==> config.mk <==
export PLATFORM = sky130hd
export DESIGN_NAME = line_word_bridge_flat
export DESIGN_NICKNAME = d
export VERILOG_FILES = /design/src/rtl/line_word_bridge_if.sv /design/src/rtl/line_word_bridge.sv /design/src/flat_wrapper.sv
export SDC_FILE = /design/constraint.sdc
export NUM_CORES = 1
export LEC_CHECK = 0
export ABC_AREA = 0
export BUFFER_PORTS_ARGS = -buffer_cell sky130_fd_sc_hd__buf_2
export CORE_UTILIZATION = 50
export DETAILED_ROUTE_END_ITERATION = 8
export GPL_TIMING_DRIVEN = 0
export PLACE_DENSITY_LB_ADDON = 0.1
export SETUP_SLACK_MARGIN = 0.05
export SLEW_MARGIN = 25
export SYNTH_ARGS = -nofsm -noshare
export SYNTH_HDL_FRONTEND = slang
export SYNTH_SLANG_ARGS = --single-unit
==> constraint.sdc <==
create_clock -name i_clk -period 2.83 [get_ports i_clk]
set_clock_uncertainty 0.15 [all_clocks]
set_input_delay 0.566 -clock i_clk [delete_from_list [all_inputs] [get_ports i_clk]]
set_output_delay 0.566 -clock i_clk [all_outputs]
set_load 0.05 [all_outputs]
==> src/rtl/line_word_bridge_if.sv <==
// Bus bundles for the line/word bridge.
// line_bus_if : cache-side line port (master = cache, slave = bridge).
// word_bus_if : memory-side word port (master = bridge, slave = memory).

interface line_bus_if #(
    parameter int BIT_W  = 32,
    parameter int ADDR_W = 32
);
    logic                 cen;
    logic                 wen;
    logic [ADDR_W-1:0]    addr;
    logic [4*BIT_W-1:0]   wdata;
    logic [4*BIT_W-1:0]   rdata;
    logic                 stall;

    modport master (output cen, wen, addr, wdata, input rdata, stall);
    modport slave  (input cen, wen, addr, wdata, output rdata, stall);
endinterface

interface word_bus_if #(
    parameter int BIT_W  = 32,
    parameter int ADDR_W = 32
);
    logic                 cen;
    logic                 wen;
    logic [ADDR_W-1:0]    addr;
    logic [BIT_W-1:0]     wdata;
    logic [BIT_W-1:0]     rdata;
    logic                 stall;

    modport master (output cen, wen, addr, wdata, input rdata, stall);
    modport slave  (input cen, wen, addr, wdata, output rdata, stall);
endinterface

==> src/rtl/line_word_bridge.sv <==
// Splits 128-bit cache line transfers into four 32-bit word beats toward main
// memory, reassembles read beats into a line, and keeps saturating line counters.

module line_word_bridge #(
    parameter int BIT_W  = 32,
    parameter int ADDR_W = 32,
    parameter int CNT_W  = 16
) (
    input  logic             i_clk,
    input  logic             i_rst_n,
    line_bus_if.slave        line,
    word_bus_if.master       word,
    output logic [CNT_W-1:0] o_rd_lines,
    output logic [CNT_W-1:0] o_wr_lines
);

    localparam logic [1:0] IDLE = 2'd0;
    localparam logic [1:0] BEAT = 2'd1;
    localparam logic [1:0] RESP = 2'd2;

    logic [1:0]             state;
    logic [1:0]             cnt;
    logic [ADDR_W-1:0]      base;
    logic                   wen_q;
    logic [3:0][BIT_W-1:0]  wdata_q;
    logic [3:0][BIT_W-1:0]  line_q;
    logic                   beat_done;
    logic                   unused_addr_lsbs;

    // Line address low nibble is a byte offset inside the line and is dropped.
    assign unused_addr_lsbs = ^line.addr[3:0];

    assign beat_done = (state == BEAT) && !word.stall;

    // Word-side outputs are pure decodes of registered state, so reset
    // removes the beat request immediately.
    assign word.cen   = (state == BEAT);
    assign word.wen   = (state == BEAT) && wen_q;
    assign word.addr  = base + {{(ADDR_W-4){1'b0}}, cnt, 2'b00};
    assign word.wdata = wdata_q[cnt];

    // Stall is released only in RESP; no path from the incoming request.
    assign line.stall = (state != RESP);
    assign line.rdata = line_q;

    // Request acceptance, beat sequencing and field latching.
    always_ff @(posedge i_clk or negedge i_rst_n) begin
        if (!i_rst_n) begin
            state   <= IDLE;
            cnt     <= 2'd0;
            base    <= '0;
            wen_q   <= 1'b0;
            wdata_q <= '0;
        end else begin
            case (state)
                IDLE: begin
                    if (line.cen) begin
                        base    <= {line.addr[ADDR_W-1:4], 4'b0000};
                        wen_q   <= line.wen;
                        wdata_q <= line.wdata;
                        cnt     <= 2'd0;
                        state   <= BEAT;
                    end
                end
                BEAT: begin
                    if (!word.stall) begin
                        if (cnt == 2'd3) state <= RESP;
                        else             cnt   <= cnt + 2'd1;
                    end
                end
                RESP:    state <= IDLE;
                default: state <= IDLE;
            endcase
        end
    end

    // Read beats land in their word slot; write lines never touch the buffer.
    always_ff @(posedge i_clk or negedge i_rst_n) begin
        if (!i_rst_n) begin
            line_q <= '0;
        end else if (beat_done && !wen_q) begin
            line_q[cnt] <= word.rdata;
        end
    end

    // Completed-line counters, held at all-ones once full.
    always_ff @(posedge i_clk or negedge i_rst_n) begin
        if (!i_rst_n) begin
            o_rd_lines <= '0;
            o_wr_lines <= '0;
        end else if (state == RESP) begin
            if (wen_q) begin
                if (o_wr_lines != {CNT_W{1'b1}}) o_wr_lines <= o_wr_lines + 1'b1;
            end else begin
                if (o_rd_lines != {CNT_W{1'b1}}) o_rd_lines <= o_rd_lines + 1'b1;
            end
        end
    end

endmodule
==> src/flat_wrapper.sv <==
// flat-port wrapper written by rule: the top's interface ports become plain ports
module line_word_bridge_flat 
#(
    parameter int BIT_W  = 32,
    parameter int ADDR_W = 32,
    parameter int CNT_W  = 16
)
  (i_clk, i_rst_n, o_rd_lines, o_wr_lines, line_cen, line_wen, line_addr, line_wdata, line_rdata, line_stall, word_cen, word_wen, word_addr, word_wdata, word_rdata, word_stall);
  line_bus_if #(.BIT_W(BIT_W), .ADDR_W(ADDR_W)) line_i ();
  word_bus_if #(.BIT_W(BIT_W), .ADDR_W(ADDR_W)) word_i ();
  input  logic i_clk;
  input  logic i_rst_n;
  output logic [CNT_W-1:0] o_rd_lines;
  output logic [CNT_W-1:0] o_wr_lines;
  input wire logic [$bits(line_i.cen)-1:0] line_cen;
  input wire logic [$bits(line_i.wen)-1:0] line_wen;
  input wire logic [$bits(line_i.addr)-1:0] line_addr;
  input wire logic [$bits(line_i.wdata)-1:0] line_wdata;
  output wire logic [$bits(line_i.rdata)-1:0] line_rdata;
  output wire logic [$bits(line_i.stall)-1:0] line_stall;
  output wire logic [$bits(word_i.cen)-1:0] word_cen;
  output wire logic [$bits(word_i.wen)-1:0] word_wen;
  output wire logic [$bits(word_i.addr)-1:0] word_addr;
  output wire logic [$bits(word_i.wdata)-1:0] word_wdata;
  input wire logic [$bits(word_i.rdata)-1:0] word_rdata;
  input wire logic [$bits(word_i.stall)-1:0] word_stall;
  assign line_i.cen = line_cen;
  assign line_i.wen = line_wen;
  assign line_i.addr = line_addr;
  assign line_i.wdata = line_wdata;
  assign line_rdata = line_i.rdata;
  assign line_stall = line_i.stall;
  assign word_cen = word_i.cen;
  assign word_wen = word_i.wen;
  assign word_addr = word_i.addr;
  assign word_wdata = word_i.wdata;
  assign word_i.rdata = word_rdata;
  assign word_i.stall = word_stall;
  line_word_bridge #(.BIT_W(BIT_W), .ADDR_W(ADDR_W), .CNT_W(CNT_W)) u_core (.i_clk(i_clk), .i_rst_n(i_rst_n), .line(line_i), .word(word_i), .o_rd_lines(o_rd_lines), .o_wr_lines(o_wr_lines));
endmodule
**Yosys cells after proc, flatten, opt, wreduce, memory -nomap -nowiden**

Index checks and enable logic that the tools add are counted.
W data, S select, Z words.

- Bits in registers: 321
- Output and inout port bits: 227
- Input port bits: 197
- Logic and storage cells: 57

- Magnitude comparators: 2
- Eq/ne operators: 10
- Bitwise gates (word level): 1
- Reduce and logical (&&, ||, !) cells: 13
- Muxes and demuxes: 13
- Add/subtract/negate cells: 4

Operators with widths:

| operator | number |
|---|---|
| $bwmux W128 | 1 |
| $bmux W32 S2 | 1 |
| $demux W32 S2 | 1 |
| $mux W32 | 2 |
| $add A16 B1 Y16 const B | 2 |
| $add A32 B4 Y32 | 1 |
| $ne A16 B16 Y1 const B | 2 |
| $mux W2 | 6 |
| $reduce_and A3 Y1 | 3 |
| $ne A2 B2 Y1 const B | 4 |
| $pmux W2 S2 | 2 |
| $eq A2 B2 Y1 const B | 2 |
| $logic_and A1 B1 Y1 | 4 |
| $reduce_and A4 Y1 | 1 |
| $lt A2 B3 Y1 const B | 1 |
| $add A2 B1 Y2 const B | 1 |
| $eq A2 B1 Y1 const B | 1 |
| $ge A2 B1 Y1 const B | 1 |
| $logic_not A1 Y1 | 2 |
| $logic_not A2 Y1 | 1 |
| $ne A2 B1 Y1 const B | 1 |
| $reduce_and A2 Y1 | 1 |
| $reduce_bool A2 Y1 | 1 |
| $not A1 Y1 | 1 |

**Depth between registers and ports, before layout**

- Depth in word-level cells: 5
- Mapped depth: 7
- Gate-level depth less buffers: 5

**Worst setup path before layout**

No wires, ideal clock.

- Kind: register to output
- Start: register u_core.cnt[0]
- End: output word_wdata[10]
- Data required time: 2.114 ns
- Cell stages (with the launch flop): 4
- Path slack: 0.123 ns
- Buffers on the path: 2
- Arrival time: 1.991 ns
- Cell sequence: dfrtp_1 -> buf_2 -> buf_2 -> mux4_2

- Word-level cells in the longest chain between the ends: 2

RTL lines:

| element | RTL line | text |
|---|---|---|
| start, declared | line_word_bridge.sv:22 | `logic [1:0] cnt;` |
| start signal, assigned | line_word_bridge.sv:68 | `else cnt <= cnt + 2'd1;` |
| $bmux W32 S2 | line_word_bridge.sv:40 | `assign word.wdata = wdata_q[cnt];` |
| $mux W32 (implied by the code) | line_word_bridge.sv:40 |  |
| end, declared | flat_wrapper.sv:24 | `output wire logic [$bits(word_i.wdata)-1:0] word_wdata;` |

Every way passes these cells. The select of a mux whose other input is x is not followed.

**Worst setup path after layout**

- Start: register u_core.cnt[0]
- End: output word_wdata[14]

The elaborated chain is that of the path after synthesis.

==> results.md <==
- Post-Synthesis Cells: 812
- Max VDD drop: 957 uV
- Post-Route WL: about 32 mm
- Clk_lat worst skew: 500 ps
- Final hold violation count: 0
- Post-Syn Area: 13200 sq um
- Pre-CTS setup slack: -35.9 ps
- Core area: 26000 sq um
- Largest net degree at the start of global routing: 93
- Mux cell area share after synthesis: 0.300
- Critical Path RT: between 2000 and 2500 ps
- Max-slew headroom: 0.637
- Initial Util: 0.507
- CTS tree: done
- Fin cells: 1632
- Synth Area in Simple Gates: 0.0366
- Maxcap violations: 0
- Routed vias: 8537
- Synth Area in Compound Gates: 0.00731
- First-pass GRT wire length: 48.1 mm
- Min cycle time layout: 2690 ps
- Final Cycle Share: 0.950
- F_max: 372 MHz
- Nets: 1475
- HP Class: in -> reg
- Area Growth Syn to Fin: 28.8%
- Gr ovfl total: 0
- RD Place Congestion: 0.784
- RR Startpoint: u_core.state[0]$_DFFE_PN0P_
- RSZ-0062 raised after global routing: false
- Sequential Area: approximately 8000 sq um
- Largest family of logic cells by synthesized area: multiplexers
- Number of remaining DRC errors: 0
- Clock sink total: between 300 and 400
- Root Driver: clkbuf_16
- Io pins: ~420
- WL per Instance: 19.3 um
- Max-slew violation count: 0
- Vias in the first global route: about 8700
- DPL Wire Length: around 23 mm
- Most frequent cells in the layout: buf_2 (430), dfrtp_1 (321), mux2_2 (287)
- Die W: 164 um
- IO Port Bufs: 417
- Synth Area in Adders: 0.00570
- Setup crit start: u_core.cnt[0]$_DFFE_PN0P_
- Filler cells: 2000
- Critical path class: reg -> out
- CTS buffer count: 35
- Critical Path Source Type: register
- Seq/Total Area, Yosys: 0.610
- Share of cells above drive strength 1: 0.645
- Xor/xnor share of the synthesized area: 0.0180
- CTS H-tree lvls: 2
- Synth unique cells: 40
- Status: completed
- DRT iter0 DRCs: 400
- CTS Buffer Depth: 3
- Hold Crit Start: line_addr[27]
- Synth top area share: 0.610
- Drt via density: 5.23
- Setup WS post-layout: 141 ps
- Clock slew at reported path FFs: around 60 ps
- Die height: approximately 160 um
- Placed Cells: 1568
- Area contributors post-synth: dfrtp_1 (61%), mux2_2 (25%), mux4_2 (5.5%)
- Flops & latches, synth: 321
- Total negative slack: 0 ps
- YS warnings: 0
- Commonest non-fill, non-tap cell in the layout: buf_2
- Top cell type by total area after synthesis: dfrtp_1
- Worst path arrival time: slightly below 2000 ps
- Antenna-violating nets left: 0
- Core Rows: 59
- Drt first pass iters: 4
- Antenna violations before repair: 10
- Mapped Avg Cell Area: 16.2 sq um
- Die area: 27000 sq um
- Worst Setup End Kind: output pin
- Setup violators final: 0
- Global-route usage over all layers: 0.234
- Least-Margin Pin Slew: 539 ps
- Pwr Density: 1440 nW/um^2
- Static leakage: slightly above 8 nW
- PnR Total Power: 24.5 mW
- Worst-path fanout max: 10
- Multi-input logic area: 4850 sq um
==> cells by family (layout without fill, tap and decap cells) <==
logic type	count (synthesis)	after routing
adder cells (fa/ha/maj)	6	6
flip-flops	321	321
buffers and inverters	45	522
AND/OR/NAND/NOR	77	77
AO/OA/AOI/OAI	16	16
other	1	9
XOR/XNOR	27	27
multiplexers	319	319
==> cell usage after synthesis (all sizes together) <==
cell type and n:
nand2b 2, and4 2, nor3 9, clkbuf 3, nor3b 6, mux2 287, o21bai 1, a21oi 3
and2b 1, a31oi 3, nand4 10, conb 1, nor4b 4, buf 37, nand2 12, or2 2
and3b 1, or3 2, dfrtp 321, xor2 24, inv 5, a211oi 1, ha 6, nor2 4
mux4 32, and3 2, and2 1, o21ai 6, a22o 2, nand3 8, nand4b 1, xnor2 3
nor2b 1, nor4 9
==> cell type report <==
type,count,share of cell area
flip-flops and latches,321,0.473
clock buffers,51,0.0606
multi-input cells,447,0.286
inverters,5,0.00111
repair buffers,422,0.130
clock inverters,4,0.00265
diodes,7,0.00103
well taps,335,0.0247
plain buffers,40,0.0208
==> state kept, by name, indices dropped and copies added (netlist names) <==
signal,flops
u_core.o_wr_lines,16
u_core.cnt,2
u_core.line.rdata,128
u_core.o_rd_lines,16
u_core.state,2
u_core.base,28
u_core.wdata_q,128
u_core.wen_q,1
==> per-stage QoR <==
| step | hold slack [ps] | cell area, sq um | utilization |
|---|---|---|---|
| 6_report | 140 | 17000 | 0.653 |
| 5_1_grt | 124 | 17000 | 0.653 |
| 4_1_cts | 123 | 16900 | 0.651 |
| 3_5_place_dp | 333 | 15800 | 0.607 |
| 3_3_place_gp | 326 | 15700 | 0.604 |
| 2_1_floorplan | 120 | 13200 | - |
==> power by group <==
part,switching (mW),internal [mW]
sequential,1.00,6.72
clock,1.74,2.59
combinational,8.29,4.13
==> worst paths after layout <==
kind | endpoint | depth (start not counted) | slack [ps]
max | word_wdata[14] | 4 | 140
max reg2reg | u_core.base[30]$_DFFE_PN0P_ | 5 | 500
min | u_core.base[27]$_DFFE_PN0P_ | 2 | 140
max in group asynchronous | u_core.wdata_q[104]$_DFFE_PN0P_ | 4 | 860
min reg2reg | u_core.o_rd_lines[14]$_DFFE_PN0P_ | 1 | 340
min in group asynchronous | u_core.line.rdata[16]$_DFFE_PN0P_ | 2 | 450
==> per-layer routing <==
| layer | vias up | GRT usage | wire length, um |
|---|---|---|---|
| li1 | 3886 | - | - |
| met1 | 4272 | 0.273 | 12200 |
| met2 | 299 | 0.398 | 15700 |
| met3 | 70 | 0.0811 | 2780 |
| met4 | 10 | 0.0842 | 853 |
| met5 | - | 0 | 61 |
==> worst max-delay path: stages, from the launching register on <==
cell	delay, ps
dfrtp_1	390
buf_12	170
buf_12	160
mux4_2	500
buf_2	240
==> timing repair <==
item	4_1_cts	5_1_grt
cloned	0	0
setup endpoints to repair	89	27
endpoints found under the hold margin	60	0
resized for setup	19	8
hold buffers	1	0
setup buffers	1	0
Power figures use the tool's default switching activity.
